<file path="src/rtl/gvt_if.sv">
// Report/broadcast bundle between the GVT scheduler, the tile array and the GVT consumers.
// master = the scheduler; slave = the tile array / consumer side.
interface gvt_if #(
  parameter int N_TILES     = 16,
  parameter int TS_WIDTH    = 32,
  parameter int TB_WIDTH    = 32,
  parameter int EPOCH_WIDTH = 8
);
  logic                         enable;
  logic                         lvt_req;
  logic [N_TILES-1:0]           lvt_valid;
  logic [N_TILES-1:0]           lvt_ready;
  logic [N_TILES*TS_WIDTH-1:0]  lvt_ts;
  logic [N_TILES*TB_WIDTH-1:0]  lvt_tb;
  logic                         gvt_valid;
  logic [TS_WIDTH-1:0]          gvt_ts;
  logic [TB_WIDTH-1:0]          gvt_tb;
  logic [EPOCH_WIDTH-1:0]       gvt_round;
  logic                         gvt_regress;

  modport master (
    input  enable, lvt_valid, lvt_ts, lvt_tb,
    output lvt_req, lvt_ready, gvt_valid, gvt_ts, gvt_tb, gvt_round, gvt_regress
  );

  modport slave (
    output enable, lvt_valid, lvt_ts, lvt_tb,
    input  lvt_req, lvt_ready, gvt_valid, gvt_ts, gvt_tb, gvt_round, gvt_regress
  );
endinterface

</file>
<file path="src/rtl/gvt_scheduler.sv">
// Periodic GVT round controller: request LVTs from every tile, collect them, reduce to the
// lexicographic (ts, tb) minimum one tile per cycle, and publish it as the new GVT.
module gvt_scheduler #(
  parameter int N_TILES        = 16,
  parameter int TS_WIDTH       = 32,
  parameter int TB_WIDTH       = 32,
  parameter int LOG_GVT_PERIOD = 5,
  parameter int EPOCH_WIDTH    = 8
) (
  input  logic   clk,
  input  logic   rst,
  gvt_if.master  bus
);

  localparam int IDX_W = (N_TILES > 1) ? $clog2(N_TILES) : 1;
  localparam int PER_W = (LOG_GVT_PERIOD > 0) ? LOG_GVT_PERIOD : 1;
  localparam logic [PER_W-1:0] PERIOD_LOAD = PER_W'((1 << LOG_GVT_PERIOD) - 1);
  localparam logic [IDX_W-1:0] LAST_IDX    = IDX_W'(N_TILES - 1);

  typedef enum logic [2:0] {IDLE, WAIT, REQ, COLLECT, REDUCE, BCAST} state_t;

  state_t               state_q, state_d;
  logic [PER_W-1:0]     period_q;
  logic [N_TILES-1:0]   received_q, received_d;
  logic [N_TILES-1:0]   accept;
  logic [IDX_W-1:0]     idx_q;
  logic [TS_WIDTH-1:0]  acc_ts_q, acc_ts_d;
  logic [TB_WIDTH-1:0]  acc_tb_q, acc_tb_d;
  logic [TS_WIDTH-1:0]  lat_ts [N_TILES];
  logic [TB_WIDTH-1:0]  lat_tb [N_TILES];

  // NOTE: every always_comb output gets a default first so no path leaves it unassigned (no latch).
  always_comb begin
    state_d    = state_q;
    received_d = received_q;
    accept     = '0;
    case (state_q)
      IDLE:    if (bus.enable) state_d = WAIT;
      WAIT:    if (period_q == '0) state_d = bus.enable ? REQ : IDLE;
      REQ: begin
        received_d = '0;
        state_d    = COLLECT;
      end
      COLLECT: begin
        accept     = bus.lvt_valid & bus.lvt_ready;
        received_d = received_q | accept;
        // Leaving on the edge that completes the mask keeps reduction latency at N_TILES.
        if (&received_d) state_d = REDUCE;
      end
      REDUCE:  if (idx_q == LAST_IDX) state_d = BCAST;
      BCAST:   state_d = WAIT;
      default: state_d = IDLE;
    endcase
  end

  // Concatenation gives the unsigned lexicographic (ts, tb) ordering directly.
  always_comb begin
    acc_ts_d = acc_ts_q;
    acc_tb_d = acc_tb_q;
    if ({lat_ts[idx_q], lat_tb[idx_q]} < {acc_ts_q, acc_tb_q}) begin
      acc_ts_d = lat_ts[idx_q];
      acc_tb_d = lat_tb[idx_q];
    end
  end

  // NOTE: sequential state uses non-blocking assignments so every register samples pre-edge values.
  always_ff @(posedge clk or posedge rst) begin
    if (rst) begin
      state_q         <= IDLE;
      period_q        <= '0;
      received_q      <= '0;
      idx_q           <= '0;
      acc_ts_q        <= '1;
      acc_tb_q        <= '1;
      bus.lvt_req     <= 1'b0;
      bus.lvt_ready   <= '0;
      bus.gvt_valid   <= 1'b0;
      bus.gvt_ts      <= '0;
      bus.gvt_tb      <= '0;
      bus.gvt_round   <= '0;
      bus.gvt_regress <= 1'b0;
    end else begin
      state_q       <= state_d;
      received_q    <= received_d;
      bus.lvt_req   <= (state_d == REQ);
      bus.lvt_ready <= (state_d == COLLECT) ? ~received_d : '0;
      bus.gvt_valid <= (state_d == BCAST);

      if (state_d == WAIT && state_q != WAIT) begin
        period_q <= PERIOD_LOAD;
      end else if (state_q == WAIT && period_q != '0) begin
        period_q <= period_q - 1'b1;
      end

      if (state_q == REDUCE) begin
        idx_q    <= idx_q + 1'b1;
        acc_ts_q <= acc_ts_d;
        acc_tb_q <= acc_tb_d;
      end else begin
        idx_q    <= '0;
        acc_ts_q <= '1;
        acc_tb_q <= '1;
      end

      // Publish on the final comparison so gvt_* and gvt_valid appear together.
      if (state_q == REDUCE && state_d == BCAST) begin
        bus.gvt_round <= bus.gvt_round + 1'b1;
        if ({acc_ts_d, acc_tb_d} >= {bus.gvt_ts, bus.gvt_tb}) begin
          bus.gvt_ts <= acc_ts_d;
          bus.gvt_tb <= acc_tb_d;
        end else begin
          bus.gvt_regress <= 1'b1;
        end
      end
    end
  end

  // NOTE: report storage is not reset; the received mask alone decides which entries are meaningful.
  always_ff @(posedge clk) begin
    for (int i = 0; i < N_TILES; i++) begin
      if (accept[i]) begin
        lat_ts[i] <= bus.lvt_ts[i*TS_WIDTH +: TS_WIDTH];
        lat_tb[i] <= bus.lvt_tb[i*TB_WIDTH +: TB_WIDTH];
      end
    end
  end

endmodule

</file>
<file path="src/flat_wrapper.sv">
// flat-port wrapper written by rule: the top's interface ports become plain ports
module gvt_scheduler_flat 
#(
  parameter int N_TILES        = 16,
  parameter int TS_WIDTH       = 32,
  parameter int TB_WIDTH       = 32,
  parameter int LOG_GVT_PERIOD = 5,
  parameter int EPOCH_WIDTH    = 8
)
  (clk, rst, bus_enable, bus_lvt_valid, bus_lvt_ts, bus_lvt_tb, bus_lvt_req, bus_lvt_ready, bus_gvt_valid, bus_gvt_ts, bus_gvt_tb, bus_gvt_round, bus_gvt_regress);
  gvt_if #(.N_TILES(N_TILES), .TS_WIDTH(TS_WIDTH), .TB_WIDTH(TB_WIDTH), .EPOCH_WIDTH(EPOCH_WIDTH)) bus_i ();
  input  logic clk;
  input  logic rst;
  input wire logic [$bits(bus_i.enable)-1:0] bus_enable;
  input wire logic [$bits(bus_i.lvt_valid)-1:0] bus_lvt_valid;
  input wire logic [$bits(bus_i.lvt_ts)-1:0] bus_lvt_ts;
  input wire logic [$bits(bus_i.lvt_tb)-1:0] bus_lvt_tb;
  output wire logic [$bits(bus_i.lvt_req)-1:0] bus_lvt_req;
  output wire logic [$bits(bus_i.lvt_ready)-1:0] bus_lvt_ready;
  output wire logic [$bits(bus_i.gvt_valid)-1:0] bus_gvt_valid;
  output wire logic [$bits(bus_i.gvt_ts)-1:0] bus_gvt_ts;
  output wire logic [$bits(bus_i.gvt_tb)-1:0] bus_gvt_tb;
  output wire logic [$bits(bus_i.gvt_round)-1:0] bus_gvt_round;
  output wire logic [$bits(bus_i.gvt_regress)-1:0] bus_gvt_regress;
  assign bus_i.enable = bus_enable;
  assign bus_i.lvt_valid = bus_lvt_valid;
  assign bus_i.lvt_ts = bus_lvt_ts;
  assign bus_i.lvt_tb = bus_lvt_tb;
  assign bus_lvt_req = bus_i.lvt_req;
  assign bus_lvt_ready = bus_i.lvt_ready;
  assign bus_gvt_valid = bus_i.gvt_valid;
  assign bus_gvt_ts = bus_i.gvt_ts;
  assign bus_gvt_tb = bus_i.gvt_tb;
  assign bus_gvt_round = bus_i.gvt_round;
  assign bus_gvt_regress = bus_i.gvt_regress;
  gvt_scheduler #(.N_TILES(N_TILES), .TS_WIDTH(TS_WIDTH), .TB_WIDTH(TB_WIDTH), .LOG_GVT_PERIOD(LOG_GVT_PERIOD), .EPOCH_WIDTH(EPOCH_WIDTH)) u_core (.clk(clk), .rst(rst), .bus(bus_i));
endmodule
</file>
<file path="config.mk">
export PLATFORM = sky130hd
export DESIGN_NAME = gvt_scheduler_flat
export DESIGN_NICKNAME = d
export VERILOG_FILES = /design/src/rtl/gvt_if.sv /design/src/rtl/gvt_scheduler.sv /design/src/flat_wrapper.sv
export SDC_FILE = /design/constraint.sdc
export NUM_CORES = 1
export LEC_CHECK = 0
export CAP_MARGIN = 0
export CORE_AREA = 4 4 436 438
export DETAILED_ROUTE_END_ITERATION = 10
export DIE_AREA = 0 0 440 442
export PLACE_DENSITY = 0.55
export SLEW_MARGIN = 40
export SYNTH_ARGS = -nofsm -noshare
export SYNTH_HDL_FRONTEND = slang
export SYNTH_SLANG_ARGS = --single-unit
</file>
<file path="constraint.sdc">
create_clock -name clk -period 11.25 [get_ports clk]
set_clock_uncertainty 0.05 [all_clocks]
set_input_delay 1.125 -clock clk [delete_from_list [all_inputs] [get_ports clk]]
set_output_delay 1.125 -clock clk [all_outputs]
set_load 0.1 [all_outputs]
</file>
# --- Yosys cells after proc, flatten, opt, wreduce, memory -nomap -nowiden ---
# Memories as Yosys holds them, arrays and structs flattened.
# Cells that the tools add are included.
word_totals:
  mem_count: 2
  regBits: 183
  ram_bits: 1024
  inputBits: 1043
  out_inout_bits: 91
  elab_cells: 93
mem_list:
  columns: ["memory", "words", "width", "rd", "rd_clocked_by_memory_dff", "write_ports", "line_no", "source"]
  rows:
  - ["u_core.lat_tb", 16, 32, 1, 0, 16, "gvt_scheduler.sv:30", "logic [TB_WIDTH-1:0] lat_tb [N_TILES];"]
  - ["u_core.lat_ts", 16, 32, 1, 0, 16, "gvt_scheduler.sv:29", "logic [TS_WIDTH-1:0] lat_ts [N_TILES];"]
op_classes:
  n_lt_le_gt_ge: 2
  mux: 48
  eq_ne: 11
  n_reduce_logical: 10
  n_bitwise: 4
  n_addsub: 3
op_table:
  columns: ["operator", "n"]
  rows:
  - ["32-bit 2-to-1 mux", 4]
  - ["64-bit >= comparator", 1]
  - ["64-bit < comparator", 1]
  - ["1-bit 2-to-1 mux", 32]
  - ["16-bit 2-to-1 mux", 2]
  - ["16-bit case mux with 2 select lines", 1]
  - ["3-bit case mux with 6 select lines", 1]
  - ["16-bit AND", 1]
  - ["16-bit NOT", 1]
  - ["16-bit OR", 1]
  - ["16-bit AND reduction", 1]
  - ["3-bit by 2-bit == test with 1-bit output (second input constant)", 4]
  - ["3-bit 2-to-1 mux", 4]
  - ["5-bit 2-to-1 mux", 2]
  - ["3-bit == test (second input constant)", 3]
  - ["8-bit by 1-bit adder with 8-bit output (second input constant)", 1]
  - ["3-bit by 1-bit == test with 1-bit output (second input constant)", 2]
  - ["5-bit zero test", 1]
  - ["5-bit nonzero test", 1]
  - ["5-bit by 1-bit subtractor with 5-bit output (second input constant)", 1]
  - ["4-bit by 1-bit adder with 4-bit output (second input constant)", 1]
  - ["4-bit == test (second input constant)", 1]
  - ["4-bit 2-to-1 mux", 1]
  - ["2-bit AND reduction", 2]
  - ["other kinds (6)", 8]

# --- Depth between registers and ports, before layout ---
# Gate-level depths: netlist of the first run.
logic_depth:
  ltp_word: 8
  ltp_mapped: 25
  ltp_nobuf: 19

# --- Worst setup path before layout of the first run ---
# Ideal clock, no wire load.
synth_path:
  path_kind: "register to register"
  from: "register u_core.idx_q[0]"
  to: "register u_core.bus.gvt_ts[0]"
  t_arrival_ns: 6.656
  setup_time_ns: 0.126
  required_time_ns: 11.074
  path_slack_ns: 4.418
  period_less_slack_ns: 6.832
  n_path_buf: 6
  path_stages_with_launch: 25
  cell_sequence: "dfrtp_1 clkbuf_1 clkbuf_1 buf_1 mux4_2 mux4_2 ha_1 nand4_1 nor4_1 nand2_1 o41ai_1 a211o_1 buf_4 buf_6 mux2_4 ha_1 nand4_1 nor3_1 a32oi_1 nand4_1 a311o_1 a31oi_1 nor3_2 clkbuf_1 mux2_2"
synth_between:
  elab_cells_between_ends: 12
  classes_between: "order compare: 2; eq/ne: 2; mux: 4; reduce/logical: 2; memory: 2"
synth_lines:
  columns: ["element", "line_no", "source"]
  rows:
  - ["start: declaration", "gvt_scheduler.sv:26", "logic [IDX_W-1:0] idx_q;"]
  - ["start signal: assignment", "gvt_scheduler.sv:96", "idx_q <= idx_q + 1'b1;"]
  - ["memory read 16 x 32 bit, on equally long branches", null, null]
  - ["64-bit < comparator", "gvt_scheduler.sv:60", "if ({lat_ts[idx_q], lat_tb[idx_q]} < {acc_ts_q, acc_tb_q}) begin"]
  - ["32-bit 2-to-1 mux *", "gvt_scheduler.sv:60", null]
  - ["via u_core.acc_ts_d[14]", "gvt_scheduler.sv:27", "logic [TS_WIDTH-1:0] acc_ts_q, acc_ts_d;"]
  - ["64-bit >= comparator *", "gvt_scheduler.sv:108", "if ({acc_ts_d, acc_tb_d} >= {bus.gvt_ts, bus.gvt_tb}) begin"]
  - ["2-bit AND reduction (no line) *", null, null]
  - ["end signal: assignment", "gvt_scheduler.sv:109", "bus.gvt_ts <= acc_ts_d;"]
  - ["end: declaration", "gvt_if.sv:23", "output lvt_req, lvt_ready, gvt_valid, gvt_ts, gvt_tb, gvt_round, gvt_regress"]
# The timed path passes the listed nets; every way through them passes the cells marked *.
# A chain may end at the register's enable or synchronous reset.

# --- Worst setup path after layout of the first run ---
layout_path:
  from: "register u_core.idx_q[0]"
  to: "register u_core.bus.gvt_ts[23]"
# The elaborated chain is that of the path after synthesis.

==> results of run 1 <==
==> kinds of logic after synthesis <==
logic type	count (synthesis)
AOI/OAI and AO/OA	147
xor gates and xnor gates	12
adders and majority gates	130
buffers and inverters	238
DFF	1207
muxes	450
and+or+nand+nor	270
==> power by group through the flow <==
stage          combinational, mW  sequential (mW)  clock, mW
5_1_grt                    0.803             5.01       4.91
6_report                   0.762             5.00       4.62
2_1_floorplan              0.145             5.19          0
3_3_place_gp               0.769             5.09          0
4_1_cts                    0.765             5.00       4.73
3_5_place_dp               0.762             5.09          0
==> per-layer routing <==
metal	vias up	global-route usage	part of all wire	wire length, µm
li1	12427	-	-	-
met1	15672	0.249	0.39	79000
met2	1346	0.353	0.51	103000
met3	243	0.0405	0.063	12600
met4	4	0.0635	0.029	5890
met5	-	0	0.00013	27
==> flip-flops by register name (all words and copies together) (netlist names) <==
name and flops:
u_core.bus.gvt_regress 1, u_core.acc_tb_q 32, u_core.state_q 3, u_core.period_q 5, u_core.lat_ts 512, u_core.received_q 16
u_core.bus.lvt_req 1, u_core.bus.gvt_round 8, u_core.bus.gvt_valid 1, u_core.acc_ts_q 32, u_core.bus.gvt_ts 32, u_core.lat_tb 512
u_core.idx_q 4, u_core.bus.lvt_ready 16, u_core.bus.gvt_tb 32
==> synthesized netlist by cell type, types with 17 or more instances <==
master | number | area (µm²)
nand2_1 | 57 | 214
a31oi_1 | 17 | 106
edfxtp_1 | 1024 | 30700
nor2_1 | 76 | 285
dfrtp_1 | 119 | 2980
nand4_1 | 27 | 169
mux2_4 | 59 | 886
ha_1 | 130 | 1630
or2_1 | 25 | 156
mux2_2 | 67 | 754
nand2b_1 | 43 | 269
buf_1 | 38 | 143
clkbuf_1 | 52 | 195
o21ai_0 | 28 | 140
dfstp_2 | 64 | 1680
inv_1 | 139 | 522
a21oi_1 | 54 | 270
mux4_2 | 319 | 7180
==> per-stage QoR <==
stage	hold WS, ns	cells
6_report	0.417	6337
5_1_grt	0.450	6335
4_1_cts	0.421	6313
3_5_place_dp	0.409	6057
3_3_place_gp	0.413	6054
2_1_floorplan	0.410	2454
==> cell type report <==
type                            count  area, µm²
Tap cell                         2495       3120
Clock inverter                     78        896
Sequential cell                  1207      35400
Timing Repair Buffer             1208      11700
Multi-Input combinational cell   1009      13000
Inverter                          139        529
Antenna cell                       23       57.6
Fill cell                       17566     118000
Clock buffer                      178       3740
==> path summary, 6_finish.rpt <==
kind / start / end / slack (ns) / cells past startpoint
setup / recovery: u_core.idx_q[0] / u_core.bus.gvt_ts[23] / 2.32 / 23
hold / removal: u_core.bus.gvt_round[7] / u_core.bus.gvt_round[7] / 0.42 / 1
setup reg to reg: u_core.idx_q[0] / u_core.bus.gvt_ts[23] / 2.32 / 23
hold reg to reg: u_core.bus.gvt_round[7] / u_core.bus.gvt_round[7] / 0.42 / 1
max in group asynchronous: rst / u_core.idx_q[1] / 9.37 / 3
min in group asynchronous: rst / u_core.bus.gvt_round[0] / 0.74 / 2
==> results by stage, run 1 <==
Status:
- The run finished with clean final reports.

Route:
- The count of routing violations after the opening detailed-route iteration is 2610.
- Summed over all layers, the routed wires come to 200 mm.
- The per-cell routed wire length is 31.6 µm.
- The first-pass iteration count of the detailed router is 5.
- The routed layout has 29692 vias.
- The number of nets with antenna violations after routing is 0.
- The number of vias per cell after detailed routing is 4.69.
- After detailed routing, the number of remaining DRC violations is 0.

Pwr:
- The sequential cell fraction of total power is 0.482.
- Across the VDD grid, the largest voltage drop is 124 µV.
- The total design power is 10.4 mW.
- The net switching component of the power is 2.37 mW.
- The share of total power dissipated in combinational logic is 0.073.
- The analysis attributes to cell leakage a power of 23.5 nW.
- The internal power component is 8.02 mW.
- The share of total power dissipated in the clock network is 0.445.
- For this design the ratio of total power to cell area is 152 mW/mm².
- Of the total power, the share spent switching nets is 0.228.

Synth:
- The gate count of the mapped netlist is 2454.
- The most used flip-flop cell after synthesis is edfxtp_1.
- The synthesis-stage register bit count is 1207.
- The synthesized netlist contains 51 unique library cells.
- The compound-gate portion of the synthesized area was 0.0182.
- In this run the cell area of the synthesized design comes to 0.0492 mm².
- The number of warnings issued by yosys is 0.
- Of the total synthesized cell area, the portion taken by full adders, half adders and majority gates is 0.0331.
- The combinational family with the most area after synthesis is multiplexers.
- The synthesized net count is 3627.
- After synthesis, the share of cell area in mux cells is 0.180.
- The share of flip-flops with an asynchronous set or reset is 0.152.
- The synthesized area per cell is 20.0 µm².
- The share of synthesized cell area in and, or, nand and nor gates is 0.0273.
- Yosys mapped a number of flops with a built-in enable equal to 1024.
- For this run, the register share of the synthesized area comes to 0.720.
- Of the total synthesized cell area, the portion taken by XOR and XNOR cells is 0.00214.

Clocking:
- The root buffer cell is clkbuf_16.
- The number of clock buffers inserted by TritonCTS is 142.
- The number of post-CTS setup repair buffers is 0.
- Hold repair after CTS inserted 0 buffers.
- Clock latency on the worst-skew pair, taken at its later pin, is 0.80 ns.
- Gates resized during post-CTS repair numbered 0.
- The maximum level of the CTS H-tree is 4.
- The clock passes through at most 3 buffers.
- Clock-pin slew was measured on the worst setup and hold paths at 0.06 ns.
- Counting every sink on the clock net gives 1207.
- TritonCTS built the clock tree.

Worst setup path:
- The most common cell type on the critical path is buf_4.
- The maximum net fanout on the critical path is 44.
- The worst endpoint data arrival time is 9.52 ns.
- The critical path start-end classification is reg -> reg.
- The worst setup path is captured at a flop.
- The signal on the critical path passes through buf_12 -> buf_4 -> mux4_2 -> mux4_2 -> ha_1 -> nand2_1 -> nor2_1 -> nand2_1 -> o41ai_2 -> a211o_4 -> buf_4 -> mux2_4 -> ha_1 -> nand4_1 -> nor3_1 -> buf_4 -> a32oi_1 -> nand4_1 -> a311o_1 -> a31oi_1 -> nor3_4 -> buf_4 -> mux2_2.
- The cell with the largest stage delay on the worst path is buf_4.
- The largest single stage delay on the critical path is 0.67 ns.
- Among cell families on the critical path, the largest total delay comes from buffers and inverters.
- The category of the worst setup path launch point is a flop.
- The required arrival time at the worst endpoint is 11.84 ns.
- The critical path buffer and inverter count is 5.

Floorplanning:
- The die extent in x is 440 µm.
- The die covers 0.194 mm².
- The floorplan step set the die height to 442 µm.
- The total area inside the core boundary comes to 0.187 mm².
- The initial utilization of the core area, before any placement, comes to 0.264.
- The standard-cell row count is 159.
- During I/O placement, the number of pins put on the boundary was 1134.

Placed design:
- The total placed instance area is 0.0638 mm².
- Port buffering added 1133 buffers.
- The placer's final routability congestion estimate is 0.879.
- The detailed placer's ending HPWL is 151 mm.
- The worst-case setup slack after placement is 1.99 ns.

STA:
- The routed design could run at a clock period as short as 8.93 ns.
- Setup slack on the critical path of the routed design comes to 2.32 ns.
- The post-route clock period utilization is 0.794.
- Derived from the worst setup path, the maximum achievable clock frequency is 112 MHz.
- The number of pins exceeding their max-slew limit in the final report was 0.
- The final-report hold violation count is 0.
- The pin slew with the least headroom to its limit is 0.882 ns.
- The total of endpoints with negative setup slack in the final report is 0.
- The worst-case headroom to the max-slew limit is 0.412.
- The total negative slack for setup checks is 0 ns.
- Setup repair after global routing left no endpoint under its margin.

Cells and area:
- The final layout contains 4880 nets.
- The top cell types in the final layout, fill and taps aside, are clkdlybuf4s50_1 (1042), edfxtp_1 (1024), mux4_2 (319).
- The share of final-layout standard cells stronger than drive strength 1 is 0.237.
- The area growth from synthesis to layout is 39.2%.
- The cell area after layout is 0.0685 mm².
- The most common library cell in the layout ignoring fill and taps is clkdlybuf4s50_1.
- The final design utilization is 0.367.

Global routing:
- The initial antenna violation count is 34.
- The via count of the first global-routing pass is 31699.
- The global-route usage over all layers is 0.201.
- The leftover overflow at the end of global routing is 0.
- The global-route wire length before repair is 268 mm.
- Entering global routing, the biggest net connects 77 pins.

Hold path:
- The class of the tightest hold or removal check is reg -> reg.

Job:
- Across the run, the number of max-cap violations was 0.
Note: power is estimated with default switching activity, not from simulation.
==> inputs of run 2 (changes only) <==
CORE_AREA = 4 4 445 447   (was 4 4 436 438)
DIE_AREA = 0 0 449 451   (was 0 0 440 442)
clock period = 7.7 ns   (was 11.25 ns; I/O delays follow)
==> run 2 against run 1 <==
Effect of this change: sequential share of layout area decreased by 0.66 points; maximum frequency increased by 21%; die area increased by 4.1%; via count increased by 1.6%; register-to-register slack got worse by 2.0 ns; worst setup slack got worse by 2.0 ns; final area increased by 1.3%; power increased by 47%; largest power group unchanged; first-iteration DRC count increased by 4.8%; global-route usage decreased by 0.13 points; critical endpoint is now u_core.bus.gvt_ts[11]; clock power increased by 47%.
==> results by stage, run 2 (synthesized netlist as in run 1, its figures left out) <==
Status:
- The flow ran to the end, and the final reports show no timing, DRC or antenna violations.

Cells and area:
- The largest registers in the layout are u_core.lat_tb x512, u_core.lat_ts x512.
- The post-route non-filler standard cell count is 6454.
- The net count reported at finish is 4938.
- The most common library cell in the layout ignoring fill and taps is clkdlybuf4s50_1.
- Compared with the post-synthesis result, the final layout area differs by 41.0%.
- The library cells used most frequently in the layout, excluding fill and tap cells, are clkdlybuf4s50_1 (1042), edfxtp_1 (1024), mux4_2 (319).
- In the final layout, the multi-input gates occupy 0.0131 mm².
- The area taken by flip-flops and latches is 0.0354 mm².
- Fill cells in the final layout number 18259.
- The cell area after layout is 0.0694 mm².
- The share of final-layout standard cells stronger than drive strength 1 is 0.252.

Clocking:
- Clock tree synthesis inserted a total of 142 buffers.
- The clock input transition at the sequential cells of the worst setup and hold paths is 0.06 ns.
- The root buffer cell is clkbuf_16.
- The maximum level of the CTS H-tree is 4.
- The hold buffer count at cts is 0.
- The clock passes through at most 3 buffers.
- For the worst-skew pair, the clock arrives at the later sink with an insertion delay of 0.82 ns.
- TritonCTS built the clock tree.
- The tree built by TritonCTS fans out to 1207 sinks.

Worst setup path:
- The worst setup path is of the reg -> reg kind.
- Data on the critical path arrives at its endpoint at 7.98 ns.
- The worst setup path is captured at a flop.
- The end point of the critical path is u_core.bus.gvt_ts[11].
- The worst register-to-register path ends at u_core.bus.gvt_ts[11].
- Along the worst path, the maximum fanout reaches 19.
- The category of the worst setup path launch point is a flop.
- STA puts the critical path data required time at 8.33 ns.
- The worst register-to-register path has a depth of 27.
- Tracing the worst setup path back leads to its startpoint at u_core.idx_q[0].
- The setup check on the worst reg-to-reg path leaves a slack of 0.35 ns.
- The startpoint of the worst-slack reg-to-reg timing path is u_core.idx_q[0].

STA:
- For the finished layout, the period the worst path requires is 7.35 ns.
- The pin slew with the least headroom to its limit is 0.922 ns.
- The total negative slack for setup checks is 0 ns.
- Setup violations remaining at the end of the flow were counted as 0.
- The post-route clock period utilization is 0.955.
- The timing-limited maximum frequency is 136 MHz.
- Headroom to the max-slew limit came out at 0.385.
- The number of pins exceeding their max-slew limit in the final report was 0.
- The final-report hold violation count came to 0.

Global routing:
- The first global-routing pass estimated 277 mm of wire.
- The maximum number of pins on one net before global-route repair is 65.
- The total overflow left after global routing is 0.
- The via count of the first global-routing pass is 32032.
- The initial antenna violation count is 53.
- The global-route usage over all layers is 0.200.

Pwr:
- Across the VDD grid, the largest voltage drop is 204 µV.
- For this design the static power due to leakage is 24.0 nW.
- Power comes to 15.3 mW.
- Cell internal power was estimated by the tool at 11.6 mW.
- The sequential cell fraction of total power is 0.479.
- Of the total power, the share spent switching nets is 0.237.
- The proportion of power drawn by combinational gates is 0.074.
- The net switching component of the power is 3.61 mW.
- The proportion of power drawn by the clock network is 0.447.
- The ratio of total power to cell area is 220 mW/mm².

Floorplanning:
- The number of ports placed on the die boundary is 1134.
- The starting utilization of the core area is 0.253.
- The floorplan core area is 0.194 mm².
- The floorplan has 162 rows.
- The die extent in x is 449 µm.
- Measured along the y axis, the die boundary spans 451 µm.
- The floorplan step defined a die boundary enclosing 0.202 mm².

Job:
- The number of maximum-capacitance violations is 0.

Placed design:
- Routability-driven placement finished with a final weighted congestion of 0.885.
- Once detailed placement completed, the half-perimeter wirelength came to 159 mm.
- Buffers placed on the I/O ports in this run total 1133.
- The number of cells after detailed placement is 6145.
- The total placed instance area is 0.0643 mm².

Route:
- The first-pass iteration count of the detailed router is 5.
- The per-cell routed wire length is 32.5 µm.
- The total vias in the final route is 30155.
- For this block, the initial DRC count from the detailed router was 2736.
- Summed over all layers, the routed wires come to 210 mm.
- Once detail routing completed, the nets flagged for antenna violations numbered 0.
- The number of DRC violations after detailed routing is 0.
- In the routed layout, each cell is associated on average with a via count of 4.67.

Hold path:
- The class of the tightest hold or removal check is in -> async.
==> run 2: cell count changes in the layout (fill, tap and decap cells not counted), moves of 3 or more <==
cell	previous run	this run
buf_4	93	133
buf_12	11	22
diode_2	23	32
clkinv_2	16	23
clkbuf_1	33	27
clkinv_16	4	8
bufinv_16	12	9
clkbuf_16	144	147
clkbuf_8	1	4
==> run 2: layout make-up <==
cell class              instances  area share
flip-flops and latches       1207       0.511
multi-input cells            1009       0.188
repair buffers               1266       0.179
clock buffers                 174      0.0538
well taps                    2542      0.0459
clock inverters                85      0.0139
inverters                     139     0.00763
diodes                         32     0.00115
==> run 2: worst min path at each step <==
stage | start | to
3_5_place_dp | u_core.bus.gvt_round[7] | u_core.bus.gvt_round[7]
3_3_place_gp | u_core.bus.gvt_regress | u_core.bus.gvt_regress
4_1_cts | rst | u_core.bus.gvt_ts[15]
5_1_grt | rst | u_core.bus.gvt_ts[15]
6_report | rst | u_core.bus.gvt_ts[15]
2_1_floorplan | u_core.period_q[4] | u_core.period_q[4]
==> run 2: metal layers <==
layer	global-route usage	part of all wire
met2	0.353	0.52
met3	0.0465	0.066
met5	0	0.00048
met4	0.0681	0.031
met1	0.240	0.38
==> run 2: worst max-delay path, stage by stage, from the launching register on <==
cell     delay, ns
dfrtp_4       0.48
buf_16        0.17
buf_12        0.15
buf_12        0.20
mux4_2        0.54
mux4_2        0.61
ha_1          0.33
nand4_1       0.17
nor4_4        0.36
nand2_1       0.14
o41ai_4       0.46
buf_4         0.19
a211o_4       0.25
buf_12        0.18
mux2_4        0.32
ha_1          0.33
nand4_1       0.11
nor3_1        0.36
buf_4         0.21
a32oi_1       0.09
nand4_1       0.16
a311o_1       0.17
a31oi_1       0.09
buf_4         0.16
nor3_4        0.20
buf_6         0.18
buf_12        0.17
mux2_2        0.34
==> run 2: per-stage QoR <==
stage               hold slack (ns)  worst slack [ns]  utilization
finish                        0.411             0.349        0.357
global route                  0.398           -0.0186        0.357
CTS                           0.353            0.0231        0.355
detailed placement            0.413            -0.194        0.331
global placement              0.409            -0.241        0.332
floorplan                     0.410             0.868            -
==> run 2: power by group through the flow <==
stage	Combinational, mW	Clock, mW	Sequential [mW]
after floorplan	0.212	0	7.59
after global placement	1.14	0	7.44
after detailed placement	1.13	0	7.44
after CTS	1.14	6.97	7.31
after global routing	1.19	7.26	7.32
final	1.13	6.81	7.31
==> run 2: timing repair <==
action,CTS,global route
buffers inserted,0,13
cloned,0,5
pin swaps,0,4
endpoints found under the setup margin,64,65
resized for setup,2,12
==> inputs of run 3 (changes only) <==
SKIP_LAST_GASP = 1   (was not set)
==> results of run 3 <==
Same layout as run 2: the final DEF is identical, and so are final timing and power.
